$ cat src/rtl/chacha_stream_ctrl_if.sv
// Byte handshake bundle for chacha_stream_ctrl: host config, stream in/out, and ChaCha core side.
// The master side drives config, input bytes, downstream ready and core responses; the slave is the controller.
interface chacha_stream_ctrl_if;
  logic       cfg_wr;
  logic [7:0] cfg_data;
  logic       cfg_ready;
  logic       in_valid;
  logic [7:0] in_data;
  logic       in_ready;
  logic       out_valid;
  logic [7:0] out_data;
  logic       out_ready;
  logic       ctr_wrap;
  logic       blk_write;
  logic [7:0] blk_din;
  logic       blk_read;
  logic [7:0] blk_dout;
  logic       blk_ready;

  modport master (
    output cfg_wr, cfg_data, in_valid, in_data, out_ready, blk_dout, blk_ready,
    input  cfg_ready, in_ready, out_valid, out_data, ctr_wrap, blk_write, blk_din, blk_read
  );

  modport slave (
    input  cfg_wr, cfg_data, in_valid, in_data, out_ready, blk_dout, blk_ready,
    output cfg_ready, in_ready, out_valid, out_data, ctr_wrap, blk_write, blk_din, blk_read
  );
endinterface

$ cat src/rtl/chacha_stream_ctrl.sv
// ChaCha stream sequencer: loads key/counter/nonce into the core per block and XORs keystream onto bytes.
// Stream path is combinational (zero latency); a stalled out_ready holds every piece of state.
module chacha_stream_ctrl #(
  parameter int BLOCK_BYTES = 64,
  parameter int CFG_BYTES   = 48
) (
  input logic           clk,
  input logic           rst_n,
  chacha_stream_ctrl_if.slave bus
);
  localparam int KW = (BLOCK_BYTES > 1) ? $clog2(BLOCK_BYTES) : 1;
  localparam int CW = $clog2(CFG_BYTES);
  localparam logic [CW-1:0] CB0 = CW'(32);
  localparam logic [CW-1:0] CB1 = CW'(33);
  localparam logic [CW-1:0] CB2 = CW'(34);
  localparam logic [CW-1:0] CB3 = CW'(35);

  typedef enum logic [2:0] {IDLE, LOAD, SETTLE, WAIT, STREAM, HALT} state_t;

  state_t        state_q;
  logic [CW-1:0] cfg_idx_q;
  logic [CW-1:0] ld_idx_q;
  logic [KW-1:0] ks_idx_q;
  logic [7:0]    cfg_mem_q [CFG_BYTES];
  logic [31:0]   ctr_q;
  logic          ctr_wrap_q;
  logic          blk_write_q;
  logic [7:0]    blk_din_q;

  logic          cfg_acc;
  logic          xfer;
  logic          cfg_last;
  logic          ld_last;
  logic          blk_last;
  logic [CW-1:0] ld_nxt;
  logic [7:0]    ld_byte;

  assign cfg_acc  = bus.cfg_wr && ((state_q == IDLE) || (state_q == HALT));
  assign xfer     = (state_q == STREAM) && bus.in_valid && bus.out_ready;
  assign cfg_last = (cfg_idx_q == CW'(CFG_BYTES - 1));
  assign ld_last  = (ld_idx_q == CW'(CFG_BYTES - 1));
  assign blk_last = (ks_idx_q == KW'(BLOCK_BYTES - 1));
  assign ld_nxt   = ld_idx_q + 1'b1;

  // Counter bytes come from the live counter so each reload carries the incremented value.
  always_comb begin
    ld_byte = cfg_mem_q[ld_nxt];
    case (ld_nxt)
      CB0:     ld_byte = ctr_q[7:0];
      CB1:     ld_byte = ctr_q[15:8];
      CB2:     ld_byte = ctr_q[23:16];
      CB3:     ld_byte = ctr_q[31:24];
      default: ;
    endcase
  end

  always_ff @(posedge clk) begin
    if (cfg_acc) begin
      cfg_mem_q[cfg_idx_q] <= bus.cfg_data;
      case (cfg_idx_q)
        CB0:     ctr_q[7:0]   <= bus.cfg_data;
        CB1:     ctr_q[15:8]  <= bus.cfg_data;
        CB2:     ctr_q[23:16] <= bus.cfg_data;
        CB3:     ctr_q[31:24] <= bus.cfg_data;
        default: ;
      endcase
    end else if (xfer && blk_last) begin
      ctr_q <= ctr_q + 32'd1;
    end
  end

  always_ff @(posedge clk or negedge rst_n) begin
    if (!rst_n) begin
      state_q     <= IDLE;
      cfg_idx_q   <= '0;
      ld_idx_q    <= '0;
      ks_idx_q    <= '0;
      ctr_wrap_q  <= 1'b0;
      blk_write_q <= 1'b0;
      blk_din_q   <= 8'h00;
    end else begin
      case (state_q)
        IDLE, HALT: begin
          if (cfg_acc) begin
            ctr_wrap_q <= 1'b0;
            if (cfg_last) begin
              cfg_idx_q   <= '0;
              ld_idx_q    <= '0;
              blk_write_q <= 1'b1;
              blk_din_q   <= cfg_mem_q[0];
              state_q     <= LOAD;
            end else begin
              cfg_idx_q <= cfg_idx_q + 1'b1;
            end
          end
        end
        LOAD: begin
          if (ld_last) begin
            ld_idx_q    <= '0;
            blk_write_q <= 1'b0;
            state_q     <= SETTLE;
          end else begin
            ld_idx_q  <= ld_nxt;
            blk_din_q <= ld_byte;
          end
        end
        // The core still shows the previous block's ready here, so it is not looked at.
        SETTLE: state_q <= WAIT;
        WAIT: begin
          if (bus.blk_ready) state_q <= STREAM;
        end
        STREAM: begin
          if (xfer) begin
            if (blk_last) begin
              ks_idx_q <= '0;
              if (ctr_q == 32'hFFFF_FFFF) begin
                ctr_wrap_q <= 1'b1;
                state_q    <= HALT;
              end else begin
                ld_idx_q    <= '0;
                blk_write_q <= 1'b1;
                blk_din_q   <= cfg_mem_q[0];
                state_q     <= LOAD;
              end
            end else begin
              ks_idx_q <= ks_idx_q + 1'b1;
            end
          end
        end
        default: state_q <= IDLE;
      endcase
    end
  end

  assign bus.cfg_ready = (state_q == IDLE) || (state_q == HALT);
  assign bus.in_ready  = bus.out_ready && (state_q == STREAM);
  assign bus.out_valid = bus.in_valid && (state_q == STREAM);
  assign bus.out_data  = bus.in_data ^ bus.blk_dout;
  assign bus.blk_read  = xfer;
  assign bus.blk_write = blk_write_q;
  assign bus.blk_din   = blk_din_q;
  assign bus.ctr_wrap  = ctr_wrap_q;
endmodule

$ cat src/flat_wrapper.sv
// flat-port wrapper written by rule: the top's interface ports become plain ports
module chacha_stream_ctrl_flat 
#(
  parameter int BLOCK_BYTES = 64,
  parameter int CFG_BYTES   = 48
)
  (clk, rst_n, bus_cfg_wr, bus_cfg_data, bus_in_valid, bus_in_data, bus_out_ready, bus_blk_dout, bus_blk_ready, bus_cfg_ready, bus_in_ready, bus_out_valid, bus_out_data, bus_ctr_wrap, bus_blk_write, bus_blk_din, bus_blk_read);
  chacha_stream_ctrl_if bus_i ();
  input logic clk;
  input logic rst_n;
  input wire logic [$bits(bus_i.cfg_wr)-1:0] bus_cfg_wr;
  input wire logic [$bits(bus_i.cfg_data)-1:0] bus_cfg_data;
  input wire logic [$bits(bus_i.in_valid)-1:0] bus_in_valid;
  input wire logic [$bits(bus_i.in_data)-1:0] bus_in_data;
  input wire logic [$bits(bus_i.out_ready)-1:0] bus_out_ready;
  input wire logic [$bits(bus_i.blk_dout)-1:0] bus_blk_dout;
  input wire logic [$bits(bus_i.blk_ready)-1:0] bus_blk_ready;
  output wire logic [$bits(bus_i.cfg_ready)-1:0] bus_cfg_ready;
  output wire logic [$bits(bus_i.in_ready)-1:0] bus_in_ready;
  output wire logic [$bits(bus_i.out_valid)-1:0] bus_out_valid;
  output wire logic [$bits(bus_i.out_data)-1:0] bus_out_data;
  output wire logic [$bits(bus_i.ctr_wrap)-1:0] bus_ctr_wrap;
  output wire logic [$bits(bus_i.blk_write)-1:0] bus_blk_write;
  output wire logic [$bits(bus_i.blk_din)-1:0] bus_blk_din;
  output wire logic [$bits(bus_i.blk_read)-1:0] bus_blk_read;
  assign bus_i.cfg_wr = bus_cfg_wr;
  assign bus_i.cfg_data = bus_cfg_data;
  assign bus_i.in_valid = bus_in_valid;
  assign bus_i.in_data = bus_in_data;
  assign bus_i.out_ready = bus_out_ready;
  assign bus_i.blk_dout = bus_blk_dout;
  assign bus_i.blk_ready = bus_blk_ready;
  assign bus_cfg_ready = bus_i.cfg_ready;
  assign bus_in_ready = bus_i.in_ready;
  assign bus_out_valid = bus_i.out_valid;
  assign bus_out_data = bus_i.out_data;
  assign bus_ctr_wrap = bus_i.ctr_wrap;
  assign bus_blk_write = bus_i.blk_write;
  assign bus_blk_din = bus_i.blk_din;
  assign bus_blk_read = bus_i.blk_read;
  chacha_stream_ctrl #(.BLOCK_BYTES(BLOCK_BYTES), .CFG_BYTES(CFG_BYTES)) u_core (.clk(clk), .rst_n(rst_n), .bus(bus_i));
endmodule
$ cat config.mk
export PLATFORM = sky130hd
export DESIGN_NAME = chacha_stream_ctrl_flat
export DESIGN_NICKNAME = d
export VERILOG_FILES = /design/src/rtl/chacha_stream_ctrl_if.sv /design/src/rtl/chacha_stream_ctrl.sv /design/src/flat_wrapper.sv
export SDC_FILE = /design/constraint.sdc
export NUM_CORES = 1
export LEC_CHECK = 0
export CAP_MARGIN = 20
export CORE_MARGIN = 8
export CORE_UTILIZATION = 60
export CTS_CLUSTER_DIAMETER = 200
export DETAILED_ROUTE_END_ITERATION = 10
export PLACE_DENSITY_LB_ADDON = 0.05
export SKIP_CTS_REPAIR_TIMING = 1
export SYNTH_ARGS = -nofsm -noshare
export SYNTH_HDL_FRONTEND = slang
export SYNTH_SLANG_ARGS = --single-unit
$ cat constraint.sdc
create_clock -name clk -period 4.77 [get_ports clk]
set_input_delay 0.954 -clock clk [delete_from_list [all_inputs] [get_ports clk]]
set_output_delay 0.954 -clock clk [all_outputs]
set_load 0.05 [all_outputs]
==> results by stage, run 1 <==
Clock network:
- The clock transition at the registers of the reported paths is 60 ps.
- TritonCTS built the clock tree.
- The number of clock buffers added by TritonCTS is 45.
- The TritonCTS sink count is 447.
- The number of buffers on the longest clock path is 3.
- The clock network latency to the later pin of the worst-skew pair is 550 ps.
- The buffer type at the clock tree root is clkbuf_16.
- CTS built an H-tree with a depth of 2.

Die:
- For this configuration, the core starts out at a cell density of 0.611.
- The die extent in y is 193 um.
- The width of the die is 193 um.
- The floorplan has 64 rows.
- The area of the core is 0.0307 mm2.
- The total I/O pin count is 52.
- The floorplan step defined a die boundary enclosing 0.0372 mm2.

Logic synthesis:
- The part of the Yosys area used for sequential elements is 0.708.
- Of the total synthesized cell area, the portion taken by XOR and XNOR cells is 0.0220.
- The synthesized-area fraction occupied by adder cells is 0.00734.
- edfxtp_1 is the most common cell in the netlist.
- The number of nets in the synthesized netlist is 1,131.
- The share of the synthesized area in compound gates (AO/OA/AOI/OAI) is 0.0624.
- The synthesized instance count is 1,090.
- By area, the combinational part of the netlist is dominated by multiplexers.
- Synthesis instantiated 63 different standard cells from the library.
- The largest total area in the synthesized netlist belongs to edfxtp_1.
- The synthesized design contains 416 enable-type register cells.
- By count the netlist is led by edfxtp_1 (416), mux4_2 (96), nor2_1 (78).
- The proportion of synthesized flip-flops having asynchronous set or reset is 0.0694.
- In this run, synthesis produced a sequential element count of 447.
- The main flop type after synthesis is edfxtp_1.
- Measured against the total synthesized area, the mux share comes to 0.126.
- The count of warnings emitted by yosys is 0.
- By area the synthesized netlist is led by edfxtp_1 (67%), mux4_2 (12%), dfrtp_1 (4.1%).
- The post-synthesis cell area is 0.0187 mm2.
- In this run the mean area of a mapped cell was 17.2 um2.
- The share of synthesized cell area in and, or, nand and nor gates is 0.0601.
- The fraction of synthesized cell area taken by the top area cell type is 0.666.

STA:
- Hold is met by 484 ps.
- Dividing the final minimum period by the clock period gives 0.778.
- The headroom to the max-slew limit is 0.299.
- Setup violations remaining at the end of the flow were counted as 0.
- Setup repair after global routing left no endpoint under its margin.
- The clock period could shrink to 3710 ps.
- After layout, the worst setup slack is 1060 ps.
- The clock arrives with 23.4 ps of skew.
- The maximum operating frequency is 269 MHz.
- The final hold violation count is 0.
- The setup total negative slack is 0 ps.
- The max-slew violation total from the final report is 0.
- At the pin with the least slew margin, the transition time is 1050 ps.

Drt:
- The count of unresolved DRC violations after routing is 0.
- The overall via count from detail_route is 10,400.
- The post-detailed-route via-to-cell ratio is 6.47.
- Dividing the detail-routed wire length by the instance count gives 26.4 um.
- The routed design has 42,300 um of wire.
- After the first detailed-routing iteration, the DRC count stood at 1,244.
- The number of routed nets with antenna violations is 0.
- For this run, the detailed router's first-pass iteration total came to 6.

Critical path:
- STA classifies the critical path endpoint as a flop.
- For flop-to-flop paths, the worst setup slack is 1060 ps.
- The signal on the critical path passes through inv_1 > ha_4 > buf_4 > mux4_2 > a222oi_1 > a21oi_1 > o311ai_0 > a21oi_1.
- In this run the critical register-to-register path is launched from u_core.ld_idx_q[0]$_DFFE_PN0P_.
- The startpoint kind of the worst setup timing path is a flop.
- The cell class contributing the biggest share of worst-path delay is compound AO/OA/AOI/OAI gates.
- The critical path is of the reg -> reg type.
- In this design, the stage delay of the slowest critical-path cell is 750 ps.
- The launch point of the critical path is u_core.ld_idx_q[0]$_DFFE_PN0P_.
- The worst endpoint data arrival time is 4110 ps.
- The largest individual stage delay along the critical path comes from the cell dfrtp_4.
- Among the stages of the critical path, the cell type that occurs most often is a21oi_1.
- In this run the worst path has a maximum fanout of 34.
- The buffers plus inverters on the worst setup path is 2.
- In this run the critical register-to-register path is captured at u_core.bus.blk_din[6]$_DFFE_PN0P_.
- The number of cells on the worst reg-to-reg path is 8.
- The required time at the worst-slack endpoint is 5170 ps.

Run status:
- The flow ran to the end, and the final reports show no timing, DRC or antenna violations.

Worst hold path:
- The worst min-delay path startpoint is u_core.bus.ctr_wrap$_DFFE_PN0P_.
- The tightest min-delay check is of the reg -> reg type.
- For hold timing, the worst endpoint is u_core.bus.ctr_wrap$_DFFE_PN0P_.
- Counting instances, the worst hold path has a depth of 2.

Layout:
- After the last flow step, the layout net total stands at 1,211.
- The number of antenna cells inserted is 0.
- In the final layout, the share of cells above drive strength 1 is 0.182.
- The fraction of the core area covered by cells at the end of the flow is 0.690.
- The final instance area is 0.0212 mm2.
- The synthesis-to-finish area growth is 13.0%.

Placement:
- The worst-case setup slack after placement is 1090 ps.
- The congestion estimate from routability-driven global placement came to 0.881.
- The HPWL after detailed placement is 26,800 um.
- The area after detailed placement is 0.0198 mm2.
- The port buffer count is 51.

Power and ir drop:
- The maximum ir drop on the vdd rail is 299 uV.
- Dividing total power by cell area gives a power density of 503 mW/mm2.
- Summed over all cells, the static leakage comes to 6.73 nW.

Global routing:
- The first global-routing pass estimated 64,300 um of wire.
- For this run the aggregate overflow at the end of global routing stands at 0.
- The via count of the first global-routing pass was 10,300.
- The global-route usage over all layers is 0.232.
- Entering global routing, the biggest net connects 81 pins.
- The number of antenna violations at the first check in global routing came to 0.

Run:
- Across the run, the number of max-cap violations was 0.
## worst min-delay path, delay by kind of cell (launching register included)
kind / cells / cell delay, ps
flops: 1 / 340
simple gates: 1 / 50
compound gates: 1 / 50
## cells by family (layout without fill, tap and decap cells)
logic type      Yosys count  after routing
flops                   447            447
fa+ha+maj                11             11
buf+inv                  63            177
compound gates          172            172
simple gates            234            234
mux                     116            116
xor+xnor                 47             47
## cell type report
cell class | instances | area, um2
repair buffers | 84 | 743
clock buffers | 58 | 1210
inverters | 12 | 45.0
fillers | 2018 | 9490
multi-input cells | 580 | 5230
well taps | 396 | 495
clock inverters | 23 | 185
flip-flops and latches | 447 | 13300
## routing by layer
| layer | up-vias | track usage | part of all wire |
|---|---|---|---|
| li1 | 4548 | - | - |
| met5 | - | 0 | 0 |
| met4 | 0 | 0.0649 | 0.022 |
| met1 | 5291 | 0.337 | 0.42 |
| met2 | 444 | 0.358 | 0.47 |
| met3 | 75 | 0.0452 | 0.083 |
## state kept, by name (all words and copies together), names as in the netlist
signal and cells:
u_core.ks_idx_q 6, u_core.cfg_mem_q 384, u_core.state_q 3, u_core.ld_idx_q 6, u_core.bus.ctr_wrap 1, u_core.bus.blk_din 8
u_core.ctr_q 32, u_core.bus.blk_write 1, u_core.cfg_idx_q 6
## worst max path at each step
| stage | endpoint | slack [ps] | depth (start not counted) |
|---|---|---|---|
| floorplan | u_core.bus.blk_din[0]$_DFFE_PN0P_ | 1110 | 13 |
| global placement | bus_blk_read | 1090 | 4 |
| detailed placement | bus_blk_read | 1090 | 4 |
| CTS | bus_blk_read | 1070 | 3 |
| global route | u_core.bus.blk_din[4]$_DFFE_PN0P_ | 860 | 10 |
| finish | u_core.bus.blk_din[6]$_DFFE_PN0P_ | 1060 | 8 |
## cell usage in the layout, fill, tap and decap left out, types with 4 or more instances in the layout
master and instances:
clkbuf_16 46, clkdlybuf4s50_1 43, clkinv_2 9, a22oi_1 8, dfrtp_1 30, buf_2 8, o21ai_2 5, nor2_1 78
a21oi_1 69, a221oi_1 16, nor2b_1 13, nor3_1 5, nand4_1 16, mux4_2 96, inv_1 11, a21o_1 4
buf_4 31, o21ai_0 25, xor2_1 28, mux2i_1 18, o311ai_0 8, a222oi_1 8, edfxtp_1 416, xnor2_1 18
clkinv_1 10, clkbuf_1 11, nand3_1 29, and2_1 7, ha_1 10, a22o_1 9, nand2_1 59
## report_power, final
part	internal [mW]	switching, mW
logic	1.11	1.59
clock network	1.90	1.43
registers	4.48	0.166
## stage by stage
step | instances | total power, mW
after global routing | 1600 | 11.1
after detailed placement | 1519 | 7.41
after CTS | 1600 | 10.7
final | 1600 | 10.7
after floorplan | 1090 | 6.54
after global placement | 1519 | 7.39
No activity file was read; power rests on OpenSTA's default activity.
==> run 2: changes to the inputs <==
--- a/config.mk
+++ b/config.mk
@@ -7,7 +7,7 @@
 export LEC_CHECK = 0
 export CAP_MARGIN = 20
 export CORE_MARGIN = 8
-export CORE_UTILIZATION = 60
+export CORE_UTILIZATION = 56
 export CTS_CLUSTER_DIAMETER = 200
 export DETAILED_ROUTE_END_ITERATION = 10
 export PLACE_DENSITY_LB_ADDON = 0.05
==> constraint.sdc (replaced) <==
create_clock -name clk -period 3.08 [get_ports clk]
set_input_delay 0.616 -clock clk [delete_from_list [all_inputs] [get_ports clk]]
set_output_delay 0.616 -clock clk [all_outputs]
set_load 0.05 [all_outputs]
==> run 2 against run 1 <==
  * Worst hold slack worse by 58 ps
  * Critical path depth unchanged
  * Sequential share of layout area down 2.5 points
  * Core utilization down 2.7 points
  * Sequential power up 55%
  * Power up 63%
  * Clock power up 66%
  * Critical path type unchanged
  * Critical endpoint unchanged
==> results by stage, run 2 (synthesized netlist as in run 1, its figures left out) <==
Power and ir drop:
- The sequential share of power is 0.414 (-0.022).
- The overall power is 17.3 mW (+63%).
- The portion of total power attributed to combinational logic was 0.268 (+0.015).
- The power density over the cells is 785 mW/mm2 (+56%).
- The static power due to leakage is 7.30 nW (+8.4%).
- The maximum ir drop on the vdd rail is 589 uV (+97%).
- The share of total power in the clock network is 0.318 (+0.006).
- The net load switching power is 5.14 mW (+62%).
- The total internal power is 12.2 mW (+63%).
- The fraction of power spent switching nets is 0.297 (-0.00145).

Die:
- The initial standard-cell utilization of the core is 0.563 (-0.0480).
- The area of the core came to 0.0333 mm2 (+8.5%).
- The width of the die is 199 um (+3.2%).
- The total die area is 0.0396 mm2 (+6.5%).
- The number of cell rows is 67 (+4.7%).
- The die extent in y was 199 um (+3.2%).
- The total I/O pin count is 52 (unchanged).

STA:
- The total of endpoints with negative setup slack in the final report is 0 (unchanged).
- The headroom to the max-slew limit came to 0.460 (+0.160).
- The slew of the pin with the lowest slew margin is 808 ps (-243 ps).
- The setup total negative slack is 0 ps (unchanged).
- The setup clock skew after layout was 16.7 ps (-6.65 ps).
- The max-slew violation total from the final report is 0 (unchanged).
- Setup repair after global routing left no endpoint under its margin.
- The minimum setup slack in the final design is 173 ps (-885 ps).
- The final hold violation count is 0 (unchanged).
- The shortest clock period the worst path allows after layout is 2910 ps (-805 ps).
- The worst hold-check slack is 427 ps (-57.6 ps).
- The maximum operating frequency is 344 MHz (+28%).
- The final period utilization is 0.944 (+0.166).

Global routing:
- The total grt overflow is 0 (unchanged).
- The via count of the first global-routing pass was 10,700 (+4.2%).
- The maximum number of pins on one net before global-route repair is 47 (-42%).
- The wire length of the first global-routing pass is 68,900 um (+7.2%).
- The number of antenna violations at the first check in global routing is 0 (unchanged).
- The global-route usage over all layers is 0.237 (+0.00524).

Critical path:
- The kind of capture point of the worst setup path is a flop.
- The maximum fanout along the worst path is 16 (-53%).
- The worst endpoint data arrival time is 3390 ps (-720 ps).
- The number of cells on the worst reg-to-reg path came to 8 (unchanged).
- The critical path is of the reg -> reg type.
- The register-to-register setup slack is 170 ps (-880 ps).
- The required time at the worst-slack endpoint came to 3560 ps (-1610 ps).
- The worst register-to-register path begins at u_core.ld_idx_q[1]$_DFFE_PN0P_.
- STA classifies the critical path startpoint as a flop.
- The capturing point of the worst reg2reg path is u_core.bus.blk_din[6]$_DFFE_PN0P_.

Placement:
- The final estimated routing congestion in global placement is 0.920 (+4.3%).
- The total instance count after detailed placement is 1,649 (+8.6%).
- The HPWL after detailed placement is 31,000 um (+16%).
- The worst-case setup slack after placement is 62.7 ps (-1030 ps).
- The area after detailed placement came to 0.0205 mm2 (+3.5%).
- The port buffer count is 51 (unchanged).

Drt:
- The routed metal-1 wire length is 19,300 um (+8.7%).
- The number of DRC markers after the initial detailed-route iteration is 1,180 (-5.1%).
- Routed signal wires occupy layers up through met4.
- The routed length per placed instance is 26.6 um (+0.69%).
- The detailed route wirelength on metal3 is 3990 um (+14%).
- The overall via count from detail_route is 10,800 (+4.5%).
- The post-detailed-route via-to-cell ratio came to 6.23 (-3.8%).
- The number of optimization iterations in the first detailed-route pass is 5 (-1).
- The met2 wire length is 21,800 um (+8.5%).
- The total wirelength of the detailed-routed design was 46,300 um (+9.4%).
- The number of routed nets with antenna violations was 0 (unchanged).
- The count of unresolved DRC violations after routing is 0 (unchanged).

Layout:
- The synthesis-to-finish area growth is 17.7%.
- The final instance area is 0.0221 mm2 (+4.2%).
- The library cell used most frequently in the layout, excluding fill and tap cells, is edfxtp_1.
- The number of antenna cells inserted was 0 (unchanged).
- The register with the most flip-flops in the final layout is u_core.cfg_mem_q.
- The flip-flop count of the largest register after layout is 384 (unchanged).
- The net count reported at finish is 1,302 (+7.5%).
- The fraction of the core area covered by cells at the end of the flow is 0.663 (-0.0274).
- The final cell count without fillers is 1,739 (+8.7%).
- In the layout the commonest cells are edfxtp_1 (416), buf_4 (115), mux4_2 (96).
- The fraction of final layout cells with drive strength greater than 1 is 0.242 (+0.0606).

Clock network:
- The clock transition at the registers of the reported paths is 60 ps (about the same).
- The TritonCTS sink count is 447 (unchanged).
- TritonCTS built the clock tree.
- The number of levels the H-tree was split into came to 2 (unchanged).
- The clock network latency to the later pin of the worst-skew pair is 560 ps (about the same).
- The buffer type at the clock tree root is clkbuf_16.
- The number of buffers created by CTS is 46 (+2.2%).
- The number of buffers on the longest clock path is 3 (unchanged).

Run:
- The number of max-capacitance violations reported is 0 (unchanged).

Worst hold path:
- The worst hold path terminates at u_core.cfg_mem_q[36][4]$_DFFE_PP_.
- The worst min-delay path startpoint is bus_cfg_data[4].
- The worst min-delay path class is in -> reg.
- The worst hold path cell count is 1 (-1).

Run status:
- The run finished with clean final reports.
## run 2: cell count changes in the layout (fill, tap and decap cells not counted), moves of 4 or more
cell,previous run,this run
clkdlybuf4s50_1,43,38
buf_4,31,115
buf_12,2,6
bufinv_16,2,6
## run 2: cell type report
type	instances	area, um2
sequential	447	13300
inverter	12	45.0
clock buffer	57	1210
fill	2304	11200
timing repair buffer	174	1480
multi-input combinational	580	5240
tap	448	561
clock inverter	21	258
## run 2: critical path, stage by stage, from the launching register on
cell and delay (ps):
dfrtp_1 340, buf_4 170, ha_1 380, nor2b_1 350, a22o_1 640, a221oi_1 220, a211oi_1 360, o311ai_1 180
a21oi_1 190
## run 2: worst max-delay path by stage
stage	depth (start not counted)	to	from
2_1_floorplan	13	u_core.bus.blk_din[0]$_DFFE_PN0P_	u_core.ld_idx_q[0]$_DFFE_PN0P_
3_3_place_gp	9	u_core.bus.blk_din[6]$_DFFE_PN0P_	u_core.ld_idx_q[0]$_DFFE_PN0P_
3_5_place_dp	8	u_core.bus.blk_din[6]$_DFFE_PN0P_	u_core.ld_idx_q[0]$_DFFE_PN0P_
4_1_cts	3	bus_cfg_ready	u_core.state_q[0]$_DFFE_PN0P_
5_1_grt	9	u_core.bus.blk_din[1]$_DFFE_PN0P_	u_core.ld_idx_q[0]$_DFFE_PN0P_
6_report	8	u_core.bus.blk_din[6]$_DFFE_PN0P_	u_core.ld_idx_q[1]$_DFFE_PN0P_
## run 2: power by group through the flow
stage          combinational, mW  clock [mW]  sequential, mW
6_report                    4.65        5.50            7.18
5_1_grt                     4.92        5.80            7.20
4_1_cts                     4.52        5.58            7.17
3_5_place_dp                4.50           0            7.29
3_3_place_gp                4.48           0            7.28
2_1_floorplan               2.81           0            7.35
## run 2: per-layer routing
layer | up-vias | track usage
met1 | 5556 | 0.335
met5 | - | 0
met2 | 464 | 0.369
met3 | 73 | 0.0535
li1 | 4733 | -
met4 | 0 | 0.0716
==> run 3: changes to the inputs <==
--- a/config.mk
+++ b/config.mk
@@ -9,6 +9,7 @@
 export CORE_MARGIN = 8
 export CORE_UTILIZATION = 56
 export CTS_CLUSTER_DIAMETER = 200
+export CTS_CLUSTER_SIZE = 28
 export DETAILED_ROUTE_END_ITERATION = 10
 export PLACE_DENSITY_LB_ADDON = 0.05
 export SKIP_CTS_REPAIR_TIMING = 1
==> run 3 against run 2 <==
  * Fmax fell by 1.5%
  * Sequential power barely moved
  * Die area did not move
  * Combinational power barely moved
  * Clock power fell by 47%
  * Via count fell by 1.8%
  * Count of clock-buffer cells in the layout fell by 31
  * Critical endpoint unchanged
==> results by stage, run 3 (synthesized netlist as in run 1, its figures left out) <==
Critical path:
- STA classifies the critical path startpoint as a flop.
- The register-to-register setup slack was 130 ps (-40 ps).
- The required time at the worst-slack endpoint is 3550 ps (about the same).
- The maximum fanout along the worst path came to 16 (unchanged).
- The critical register-to-register path startpoint is u_core.ld_idx_q[1]$_DFFE_PN0P_.
- The type of the worst setup path is reg -> reg.
- The worst endpoint data arrival time came to 3420 ps (+30 ps).
- In this run the critical register-to-register path is captured at u_core.bus.blk_din[6]$_DFFE_PN0P_.
- The number of cells on the worst reg-to-reg path is 8 (unchanged).
- The kind of capture point of the worst setup path is a flop.

Die:
- The number of cell rows is 67 (unchanged).
- The initial standard-cell utilization of the core is 0.563 (unchanged).
- The total die area was 0.0396 mm2 (unchanged).
- The width of the die is 199 um (unchanged).
- The die extent in y came to 199 um (unchanged).
- The total I/O pin count is 52 (unchanged).
- The area of the core is 0.0333 mm2 (unchanged).

STA:
- The slew of the pin with the lowest slew margin is 821 ps (+13.3 ps).
- The shortest clock period the worst path allows after layout is 2950 ps (+43.3 ps).
- The total of endpoints with negative setup slack in the final report is 0 (unchanged).
- The worst hold-check slack was 426 ps (-0.724 ps).
- The max-slew violation total from the final report is 0 (unchanged).
- The headroom to the max-slew limit came to 0.451 (-0.00887).
- The minimum setup slack in the final design came to 130 ps (-43.3 ps).
- The maximum operating frequency is 339 MHz (-1.5%).
- The setup clock skew after layout is 16.9 ps (+0.201 ps).
- The final hold violation count was 0 (unchanged).
- The final period utilization is 0.958 (+0.0141).

Drt:
- The routed length per placed instance is 26.9 um (+1.3%).
- The number of optimization iterations in the first detailed-route pass is 6 (+1).
- The post-detailed-route via-to-cell ratio is 6.30 (+1.1%).
- The total wirelength of the detailed-routed design is 45,500 um (-1.7%).
- The number of DRC markers after the initial detailed-route iteration is 1,179 (-0.085%).
- The count of unresolved DRC violations after routing is 0 (unchanged).
- The number of routed nets with antenna violations is 0 (unchanged).
- The overall via count from detail_route is 10,600 (-1.8%).

Layout:
- The area of all sequential standard cells is 0.0133 mm2 (unchanged).
- The register ranked first by flip-flop count is u_core.cfg_mem_q.
- The net count reported at finish was 1,275 (-2.1%).
- The final instance area is 0.0211 mm2 (-4.4%).
- The most common cell after layout, fill and taps aside is edfxtp_1.
- The final cell count without fillers came to 1,688 (-2.9%).
- The footprint of the multi-input gates is 0.00524 mm2 (unchanged).
- The number of antenna cells inserted came to 0 (unchanged).
- In the layout the commonest cells are edfxtp_1 (416), buf_4 (115), mux4_2 (96).
- The flip-flop count of the largest register after layout is 384 (unchanged).
- Relative to the synthesized area, the layout overhead comes to 12.6%.
- The fraction of final layout cells with drive strength greater than 1 came to 0.219 (-0.0239).
- The total of fill cells in the finished design came to 2,392 (+3.8%).

Power and ir drop:
- The maximum ir drop on the vdd rail is 700 uV (+19%).
- The sequential share of power came to 0.488 (+0.074).
- The portion of total power attributed to combinational logic is 0.316 (+0.048).
- The total internal power is 10.1 mW (-18%).
- The power density over the cells is 697 mW/mm2 (-11%).
- The fraction of power spent switching nets is 0.316 (+0.0193).
- The static power due to leakage came to 6.82 nW (-6.4%).
- The net load switching power is 4.65 mW (-9.7%).
- The share of total power in the clock network was 0.197 (-0.121).
- The overall power is 14.7 mW (-15%).

Clock network:
- The clock transition at the registers of the reported paths was 120 ps (+60 ps).
- TritonCTS built the clock tree.
- The number of levels the H-tree was split into is 1 (-1).
- The number of buffers created by CTS was 19 (-59%).
- The clock network latency to the later pin of the worst-skew pair is 540 ps (-20 ps).
- The TritonCTS sink count is 447 (unchanged).
- The root buffer cell chosen for the clock tree is clkbuf_16.
- The number of buffers on the longest clock path is 3 (unchanged).

Placement:
- The HPWL after detailed placement was 31,000 um (unchanged).
- The port buffer count is 51 (unchanged).
- The worst-case setup slack after placement is 62.7 ps (unchanged).
- The final estimated routing congestion in global placement is 0.920 (unchanged).
- The area after detailed placement came to 0.0205 mm2 (unchanged).
- The total instance count after detailed placement is 1,649 (unchanged).

Worst hold path:
- In this run the worst hold path is classified as in -> reg.
- The sink of the worst hold path is u_core.cfg_mem_q[36][4]$_DFFE_PP_.
- The worst hold path cell count is 1 (unchanged).
- The worst hold path begins at bus_cfg_data[4].

Global routing:
- The total grt overflow is 0 (unchanged).
- The met2 track utilization from global routing is 0.366 (-0.00293).
- The met1 usage in global routing came to 0.328 (-0.00634).
- The number of antenna violations at the first check in global routing is 0 (unchanged).
- The via count of the first global-routing pass is 10,400 (-2.8%).
- The global-route usage over all layers was 0.231 (-0.00626).
- met2 is the most crowded layer.
- The global-route track usage on met3 is 0.0508 (-0.00271).
- The maximum number of pins on one net before global-route repair is 47 (unchanged).
- The wire length of the first global-routing pass is 67,500 um (-2.0%).

Run status:
- The run finished with clean final reports.

Run:
- The number of max-capacitance violations reported is 0 (unchanged).
==> run 3: layout make-up <==
class | instances | share of cell area
Multi-Input combinational cell | 580 | 0.248
Inverter | 12 | 0.00213
Tap cell | 448 | 0.0266
Clock inverter | 1 | 0.000415
Sequential cell | 447 | 0.629
Timing Repair Buffer | 174 | 0.0703
Clock buffer | 26 | 0.0238
==> run 3: metal layers <==
layer | wire [um] | share of wire
met1 | 19400 | 0.43
met2 | 21500 | 0.47
met3 | 3590 | 0.079
met4 | 977 | 0.021
met5 | 0 | 0
==> run 3: critical path: stages, from the launching register on <==
cell and delay [ps]:
dfrtp_1 370, buf_4 170, ha_1 380, nor2b_1 340
a22o_1 620, a221oi_1 230, a211oi_1 370, o311ai_1 190
a21oi_1 190
==> run 3: power by group through the flow <==
| stage | logic (mW) | registers (mW) | clock network, mW |
|---|---|---|---|
| 5_1_grt | 4.92 | 7.19 | 3.14 |
| 3_3_place_gp | 4.48 | 7.28 | 0 |
| 6_report | 4.64 | 7.17 | 2.89 |
| 3_5_place_dp | 4.50 | 7.29 | 0 |
| 2_1_floorplan | 2.81 | 7.35 | 0 |
| 4_1_cts | 4.51 | 7.16 | 2.95 |
==> run 3: through the flow <==
step / util / TNS [ps]
after global routing: 0.634 / -4.60
after global placement: 0.616 / 0
after CTS: 0.631 / -32.9
after floorplan: - / 0
final: 0.634 / 0
after detailed placement: 0.616 / 0
==> run 3: worst max path at each step <==
stage	cells past startpoint	from	to
6_report	8	u_core.ld_idx_q[1]$_DFFE_PN0P_	u_core.bus.blk_din[6]$_DFFE_PN0P_
5_1_grt	9	u_core.ld_idx_q[0]$_DFFE_PN0P_	u_core.bus.blk_din[1]$_DFFE_PN0P_
4_1_cts	3	u_core.state_q[0]$_DFFE_PN0P_	bus_cfg_ready
3_5_place_dp	8	u_core.ld_idx_q[0]$_DFFE_PN0P_	u_core.bus.blk_din[6]$_DFFE_PN0P_
3_3_place_gp	9	u_core.ld_idx_q[0]$_DFFE_PN0P_	u_core.bus.blk_din[6]$_DFFE_PN0P_
2_1_floorplan	13	u_core.ld_idx_q[0]$_DFFE_PN0P_	u_core.bus.blk_din[0]$_DFFE_PN0P_
